===== config.mk =====
export PLATFORM = sky130hd
export DESIGN_NAME = rv32i_pipeline_controller
export DESIGN_NICKNAME = d
export VERILOG_FILES = /design/src/rtl/rv32i_pipeline_controller.sv
export SDC_FILE = /design/constraint.sdc
export NUM_CORES = 1
export LEC_CHECK = 0
export ABC_AREA = 1
export CAP_MARGIN = 25
export CORE_MARGIN = 2
export CORE_UTILIZATION = 48
export DETAILED_ROUTE_END_ITERATION = 10
export PLACE_DENSITY = 0.8
export SKIP_CTS_REPAIR_TIMING = 1
export SLEW_MARGIN = 10
export SYNTH_ARGS = -nofsm -noshare
export SYNTH_HDL_FRONTEND = slang
export SYNTH_SLANG_ARGS = --single-unit

===== constraint.sdc =====
create_clock -name clk_i -period 1.75 [get_ports clk_i]
set_clock_uncertainty 0.05 [all_clocks]
set_input_delay 0.35 -clock clk_i [delete_from_list [all_inputs] [get_ports clk_i]]
set_output_delay 0.35 -clock clk_i [all_outputs]
set_load 0.02 [all_outputs]

===== src/rtl/rv32i_pipeline_controller.sv =====
// Control path for a 5-stage RV32I pipeline (F, D, E, M, WB) without forwarding.
// Decodes the D-stage instruction, carries control in valid-tagged E/M/WB
// registers, stalls on RAW hazards, resolves jumps in D and branches in E.
// Handshake: there is none; every register advances each cycle, and a stall or
// squash turns the instruction entering E into a bubble (valid=0).
module rv32i_pipeline_controller (
  input  logic        clk_i,
  input  logic        reset_i,
  input  logic [31:0] instruction_i,
  input  logic        alu_zero_i,
  input  logic        alu_lt_i,
  output logic        stall_o,
  output logic        pip_jump_o,
  output logic        branch_taken_o,
  output logic [2:0]  pc_next_sel_o,
  output logic [1:0]  alu_src1_o,
  output logic        alu_src2_o,
  output logic [2:0]  imm_gen_sel_o,
  output logic [3:0]  alu_control_o,
  output logic        dmem_we_o,
  output logic        reg_we_o,
  output logic [1:0]  wb_sel_o,
  output logic [4:0]  rd_add_o,
  output logic        illegal_o
);

  // Encodings shared with the datapath (mirrors RV32i_pkg).
  localparam logic [2:0] SEL_PC_PLUS_4 = 3'd0;
  localparam logic [2:0] SEL_PC_BRANCH = 3'd1;
  localparam logic [2:0] SEL_PC_JAL    = 3'd2;
  localparam logic [2:0] SEL_PC_JALR   = 3'd3;
  localparam logic [1:0] SEL_OP1_RS1   = 2'd0;
  localparam logic [1:0] SEL_OP1_PC    = 2'd1;
  localparam logic [1:0] SEL_OP1_ZERO  = 2'd2;
  localparam logic       SEL_OP2_RS2   = 1'b0;
  localparam logic       SEL_OP2_IMM   = 1'b1;
  localparam logic [2:0] IMMI = 3'd0;
  localparam logic [2:0] IMMS = 3'd1;
  localparam logic [2:0] IMMB = 3'd2;
  localparam logic [2:0] IMMU = 3'd3;
  localparam logic [2:0] IMMJ = 3'd4;
  localparam logic [1:0] SEL_WB_ALU       = 2'd0;
  localparam logic [1:0] SEL_WB_MEM       = 2'd1;
  localparam logic [1:0] SEL_WB_PC_PLUS_4 = 2'd2;
  localparam logic [3:0] ALU_ADD  = 4'd0;
  localparam logic [3:0] ALU_SUB  = 4'd1;
  localparam logic [3:0] ALU_SLL  = 4'd2;
  localparam logic [3:0] ALU_SLT  = 4'd3;
  localparam logic [3:0] ALU_SLTU = 4'd4;
  localparam logic [3:0] ALU_XOR  = 4'd5;
  localparam logic [3:0] ALU_SRL  = 4'd6;
  localparam logic [3:0] ALU_SRA  = 4'd7;
  localparam logic [3:0] ALU_OR   = 4'd8;
  localparam logic [3:0] ALU_AND  = 4'd9;

  typedef struct packed {
    logic       valid;
    logic [4:0] rd;
    logic       reg_we;
    logic [1:0] wb_sel;
    logic       mem_write;
  } stage_t;

  logic [6:0] opcode;
  logic [2:0] func3;
  logic [4:0] rs1, rs2, rd;
  assign opcode = instruction_i[6:0];
  assign func3  = instruction_i[14:12];
  assign rs1    = instruction_i[19:15];
  assign rs2    = instruction_i[24:20];
  assign rd     = instruction_i[11:7];

  logic       d_valid, uses_rs1, uses_rs2, d_reg_we, d_mem_write;
  logic       d_is_branch, d_is_jal, d_is_jalr;
  logic [1:0] d_wb_sel;
  logic [3:0] d_alu;

  stage_t     e_q, m_q, wb_q;
  logic [3:0] e_alu_q;
  logic       e_is_branch_q;
  logic [2:0] e_func3_q;

  logic stall_raw, branch_cond, take_branch, load_e;

  // ALU function for OP / OP-IMM; alt (bit 30) selects SUB only for register OP.
  function automatic logic [3:0] arith_fn(input logic [2:0] f3, input logic alt,
                                          input logic is_reg_op);
    case (f3)
      3'b000:  arith_fn = (alt && is_reg_op) ? ALU_SUB : ALU_ADD;
      3'b001:  arith_fn = ALU_SLL;
      3'b010:  arith_fn = ALU_SLT;
      3'b011:  arith_fn = ALU_SLTU;
      3'b100:  arith_fn = ALU_XOR;
      3'b101:  arith_fn = alt ? ALU_SRA : ALU_SRL;
      3'b110:  arith_fn = ALU_OR;
      default: arith_fn = ALU_AND;
    endcase
  endfunction

  // D-stage decode; unsupported opcodes (including the all-zero bubble) leave d_valid low.
  always_comb begin
    d_valid       = 1'b1;
    uses_rs1      = 1'b0;
    uses_rs2      = 1'b0;
    d_reg_we      = 1'b0;
    d_mem_write   = 1'b0;
    d_is_branch   = 1'b0;
    d_is_jal      = 1'b0;
    d_is_jalr     = 1'b0;
    d_wb_sel      = SEL_WB_ALU;
    d_alu         = ALU_ADD;
    alu_src1_o    = SEL_OP1_RS1;
    alu_src2_o    = SEL_OP2_IMM;
    imm_gen_sel_o = IMMI;
    case (opcode)
      7'b0110111: begin // LUI
        alu_src1_o = SEL_OP1_ZERO; imm_gen_sel_o = IMMU; d_reg_we = 1'b1;
      end
      7'b0010111: begin // AUIPC
        alu_src1_o = SEL_OP1_PC; imm_gen_sel_o = IMMU; d_reg_we = 1'b1;
      end
      7'b1101111: begin // JAL
        alu_src1_o = SEL_OP1_PC; imm_gen_sel_o = IMMJ; d_reg_we = 1'b1;
        d_wb_sel = SEL_WB_PC_PLUS_4; d_is_jal = 1'b1;
      end
      7'b1100111: begin // JALR
        uses_rs1 = 1'b1; d_reg_we = 1'b1;
        d_wb_sel = SEL_WB_PC_PLUS_4; d_is_jalr = 1'b1;
      end
      7'b1100011: begin // BRANCH: compare via ALU, flags consumed in E
        uses_rs1 = 1'b1; uses_rs2 = 1'b1; alu_src2_o = SEL_OP2_RS2;
        imm_gen_sel_o = IMMB; d_is_branch = 1'b1;
        case (func3[2:1])
          2'b10:   d_alu = ALU_SLT;
          2'b11:   d_alu = ALU_SLTU;
          default: d_alu = ALU_SUB;
        endcase
      end
      7'b0000011: begin // LOAD
        uses_rs1 = 1'b1; d_reg_we = 1'b1; d_wb_sel = SEL_WB_MEM;
      end
      7'b0100011: begin // STORE
        uses_rs1 = 1'b1; uses_rs2 = 1'b1; imm_gen_sel_o = IMMS; d_mem_write = 1'b1;
      end
      7'b0010011: begin // OP-IMM
        uses_rs1 = 1'b1; d_reg_we = 1'b1;
        d_alu = arith_fn(func3, instruction_i[30], 1'b0);
      end
      7'b0110011: begin // OP
        uses_rs1 = 1'b1; uses_rs2 = 1'b1; alu_src2_o = SEL_OP2_RS2; d_reg_we = 1'b1;
        d_alu = arith_fn(func3, instruction_i[30], 1'b1);
      end
      default: d_valid = 1'b0;
    endcase
  end

  // RAW hazard against any in-flight writer; WB counts since the regfile is not write-through.
  always_comb begin
    stall_raw = 1'b0;
    if (d_valid) begin
      if (uses_rs1 && rs1 != 5'd0 &&
          ((e_q.valid && e_q.reg_we && e_q.rd == rs1) ||
           (m_q.valid && m_q.reg_we && m_q.rd == rs1) ||
           (wb_q.valid && wb_q.reg_we && wb_q.rd == rs1)))
        stall_raw = 1'b1;
      if (uses_rs2 && rs2 != 5'd0 &&
          ((e_q.valid && e_q.reg_we && e_q.rd == rs2) ||
           (m_q.valid && m_q.reg_we && m_q.rd == rs2) ||
           (wb_q.valid && wb_q.reg_we && wb_q.rd == rs2)))
        stall_raw = 1'b1;
    end
  end

  // Branch condition from the E-stage func3 and ALU flags.
  always_comb begin
    case (e_func3_q)
      3'b000:         branch_cond = alu_zero_i;
      3'b001:         branch_cond = !alu_zero_i;
      3'b100, 3'b110: branch_cond = alu_lt_i;
      3'b101, 3'b111: branch_cond = !alu_lt_i;
      default:        branch_cond = 1'b0;
    endcase
  end

  assign take_branch = e_q.valid && e_is_branch_q && branch_cond;
  assign load_e      = d_valid && !stall_raw && !take_branch;

  // Decision outputs; a taken branch makes the D instruction wrong-path and silences it.
  always_comb begin
    branch_taken_o = take_branch;
    stall_o        = stall_raw && !take_branch;
    pip_jump_o     = d_valid && (d_is_jal || d_is_jalr) && !stall_raw && !take_branch;
    illegal_o      = !d_valid && (instruction_i != 32'd0) && !take_branch;
    if (take_branch)    pc_next_sel_o = SEL_PC_BRANCH;
    else if (stall_raw) pc_next_sel_o = SEL_PC_PLUS_4;
    else if (pip_jump_o) pc_next_sel_o = d_is_jal ? SEL_PC_JAL : SEL_PC_JALR;
    else                pc_next_sel_o = SEL_PC_PLUS_4;
  end

  // Stage registers: E loads D or a bubble, M and WB shift every cycle.
  always_ff @(posedge clk_i) begin
    if (reset_i) begin
      e_q           <= '0;
      m_q           <= '0;
      wb_q          <= '0;
      e_alu_q       <= ALU_ADD;
      e_is_branch_q <= 1'b0;
      e_func3_q     <= 3'd0;
    end else begin
      if (load_e) begin
        e_q.valid     <= 1'b1;
        e_q.rd        <= rd;
        e_q.reg_we    <= d_reg_we;
        e_q.wb_sel    <= d_wb_sel;
        e_q.mem_write <= d_mem_write;
        e_alu_q       <= d_alu;
        e_is_branch_q <= d_is_branch;
        e_func3_q     <= func3;
      end else begin
        e_q           <= '0;
        e_alu_q       <= ALU_ADD;
        e_is_branch_q <= 1'b0;
        e_func3_q     <= 3'd0;
      end
      m_q  <= e_q;
      wb_q <= m_q;
    end
  end

  // Staged outputs to the datapath.
  always_comb begin
    alu_control_o = e_q.valid ? e_alu_q : ALU_ADD;
    dmem_we_o     = m_q.valid && m_q.mem_write;
    reg_we_o      = wb_q.valid && wb_q.reg_we && (wb_q.rd != 5'd0);
    wb_sel_o      = wb_q.wb_sel;
    rd_add_o      = wb_q.rd;
  end

endmodule


==> flow_summary_export.csv <==
group,metric,value,unit
route,route.vias.total,2803,
place,place_ws,-1.234,ns
die,die_area,5167,µm²
critical_path,critPathMaxStageDelay,0.33,ns
die,initial_core_util,0.5046,
yosys,syn_avg_cell_area,6.196,µm²
grt,grt_max_degree,20,
critical_path,cp_max_fo,4,
timing,finalHoldViolCount,0,
pwr,pwr-share-comb,0.193,
yosys,synthMuxAreaShare,0,
worst_hold_path,hold_path.class,"flop to flop",
pwr,p_total,0.001985,W
grt,grt.total_usage,0.2655,
pwr,total_leakage_power,2.158,nW
yosys,synth_cell_types,32,
yosys,ys_seq_area_frac,0.3348,
clock_network,ctsHtreeMaxLevel,2,
route,drcViolationCount,0,
critical_path,endpoint_kind,"output pin",
clock_network,clock-sinks,37,
critical_path,cp_data_arrival_time,1.77,ns
clock_network,clkTransAtPathRegs,0.08,ns
yosys,synth-compound-area-share,0.06052,
critical_path,worst_setup_path_start_kind,"flop",
yosys,syn_inst,357,
cells_and_area,antenna_cells,0,
route,drt_pre_antenna_iters,5,
die,die_h,71.89,µm
critical_path,slowest_stage,"dfxtp_2",
cells_and_area,utilization,0.8565,
timing,drv_slew,0,
critical_path,cpMostUsedCell,"nor2_1",
clock_network,cts_buffer_depth,2,
route,drtIter0Drc,261,
cells_and_area,layout.cells.non_filler,542,
yosys,synthAdderAreaFrac,0,
pwr,p_int,0.001451,W
die,coreArea,4384,µm²
place,io_buffers,60,
pwr,sequentialPowerShare,0.428,
yosys,yosys_warnings,0,
timing,setup_violations,16,
route,drtAntennaViolNets,0,
timing,rsz0062_at_grt,"true",
cells_and_area,synthToLayoutAreaGrowth,69.74,%
pwr,p_sw,0.0005343,W
die,rows,24,
timing,period_needed,2.173,ns
yosys,synth_top_family_by_area,"simple AND/OR/NAND/NOR gates",
timing,setup_slack,-0.4225,ns
outcome,outcome,"finished, violations left",
place,hpwl,5320,µm
pwr,power_density,528.6,nW/µm²
clock_network,clockRootBuffer,"clkbuf_8",
clock_network,cts_tree,"done",
grt,grt_pass1_vias,2451,
route,viasPerCell,5.172,
yosys,synth_xor_area_frac,0.007919,
critical_path,worstSetupPathType,"flop to output pin",
place,dp.cells,520,
pwr,peakVddDrop,0.4772,mV
grt,grt-ovfl-total,0,
flow_run,maxCapViolCount,0,
critical_path,crit_chain,"inv_2 -> buf_6 -> nand2_2 -> nand2_1 -> nor2_1 -> nand3_1 -> nand3_2 -> nand2_4 -> nand3_4 -> nor2_1 -> buf_4",
timing,setup_tns,-1.859,ns
die,pin_count,62,
pwr,pwr-share-clk,0.379,
timing,fmax,460.3,MHz
cells_and_area,nets,525,
clock_network,numCtsBuffers,5,
yosys,syn_nets,393,
critical_path,cp_top_family,"simple AND/OR/NAND/NOR gates",
place,globalplace.congestion,0.9365,
grt,antenna_found_initial,0,
critical_path,required,1.35,ns
grt,grt_pass1_wl,10610,µm
yosys,yosys.area_share.simple,0.4383,
cells_and_area,drive_gt1_frac,0.4265,
route,wl_per_cell,15.72,µm
yosys,synth_area,2212,µm²
die,dieWidth,71.89,µm
pwr,sw_frac_of_total,0.2692,
timing,finalCritPeriodShare,1.241,
critical_path,crit_buf_inv,3,
clock_network,clock_latency,0.29,ns
yosys,synth-seq-cells,37,
outcome,violations,"negative setup slack",
route,wirelength,8519,µm
cell families (layout without fill, tap and decap cells):
family,count (synthesis),in the layout
DFF,37,37
other,1,1
and+or+nand+nor,213,213
buffers and inverters,81,214
xor gates and xnor gates,2,2
AOI/OAI and AO/OA,23,23
state kept, by name, summed over array words and instances, names as in the netlist:
name / flops
e_q: 10
m_q: 10
rd_add_o: 5
e_alu_q: 4
e_func3_q: 3
wb_q: 2
wb_sel_o: 2
e_is_branch_q: 1
cell usage in the layout, fill, tap and decap left out, types with 2 or more instances in the layout:
master	instances
dfxtp_1	21
nor2_1	52
nor2_2	17
inv_4	5
o21ai_0	3
xor2_1	2
a21oi_2	4
a211oi_1	2
nand2_4	6
o21ai_2	2
clkdlybuf4s50_1	15
a21oi_1	4
nand4_1	7
o21ai_1	5
nand2_1	86
inv_1	46
clkbuf_2	9
inv_2	18
dlymetal6s2s_1	22
clkbuf_8	5
nand3_1	10
nand3_4	2
nor4_4	2
nor3_1	2
nor2_4	6
buf_6	13
nand2_2	13
buf_4	74
dfxtp_2	15
nand3_2	4
area by class of cell:
cell class | count | area, µm²
Clock buffer | 5 | 68.82
Clock inverter | 3 | 46.29
Fill cell | 263 | 629.4
Inverter | 70 | 276.5
Multi-Input combinational cell | 239 | 1323
Sequential cell | 37 | 763.2
Tap cell | 52 | 65.06
Timing Repair Buffer | 136 | 1212
metal layers:
layer	vias to the layer above	track usage	share of wire
met1	1302	0.2941	0.39
met3	31	0.05345	0.058
li1	1332	-	-
met4	0	0.08595	0.036
met5	-	0	0
met2	138	0.5021	0.51
power groups by stage:
stage,logic [W],clock network [W],registers [W]
2_1_floorplan,0.000131,0,0.000870
3_3_place_gp,0.000317,0,0.000870
3_5_place_dp,0.000322,0,0.000870
4_1_cts,0.000324,0.000757,0.000850
5_1_grt,0.000404,0.000794,0.000850
6_report,0.000382,0.000753,0.000850
through the flow:
step | hold WS, ns | instance area (µm²)
after floorplan | 0.3383 | 2216
after global placement | 0.3397 | 3277
after detailed placement | 0.3455 | 3277
after CTS | 0.3556 | 3392
after global routing | 0.3786 | 3755
final | 0.3527 | 3755
worst min-delay path, delay by kind of cell (launching register included):
| kind | cells | cell delay [ns] |
|---|---|---|
| DFF | 1 | 0.30 |
| buffers and inverters | 1 | 0.04 |
| and+or+nand+nor | 1 | 0.03 |
synthesized netlist by cell type:
library cell	n	area share
a211oi_1	2	0.0068
a21oi_1	7	0.016
a21oi_2	1	0.0040
a32oi_1	1	0.0040
buf_4	8	0.027
buf_8	1	0.0068
clkbuf_1	2	0.0034
clkinv_2	1	0.0023
conb_1	1	0.0017
dfxtp_1	37	0.33
inv_1	63	0.11
inv_2	6	0.010
nand2_1	98	0.17
nand2_2	6	0.017
nand2_4	1	0.0051
nand3_1	15	0.034
nand3_2	1	0.0045
nand4_1	7	0.020
nand4_4	1	0.0096
nor2_1	61	0.10
nor2_2	10	0.028
nor2_4	4	0.020
nor2_8	1	0.0091
nor3_1	3	0.0068
nor4_1	3	0.0085
o21a_1	1	0.0034
o21ai_0	8	0.018
o21ai_1	2	0.0045
o21ai_2	1	0.0040
or2_0	1	0.0028
or2_2	1	0.0028
xor2_1	2	0.0079
worst paths after layout:
check	start	endpoint	slack (ns)	cells after the start
worst max-delay path	rd_add_o[2]	pip_jump_o	-0.42	11
worst min-delay path	e_q[1]	m_q[1]	0.35	2
worst max register to register	rd_add_o[1]	e_q[4]	0.06	11
worst min register to register	e_q[1]	m_q[1]	0.35	2
Note: power is estimated with default switching activity, not from simulation.
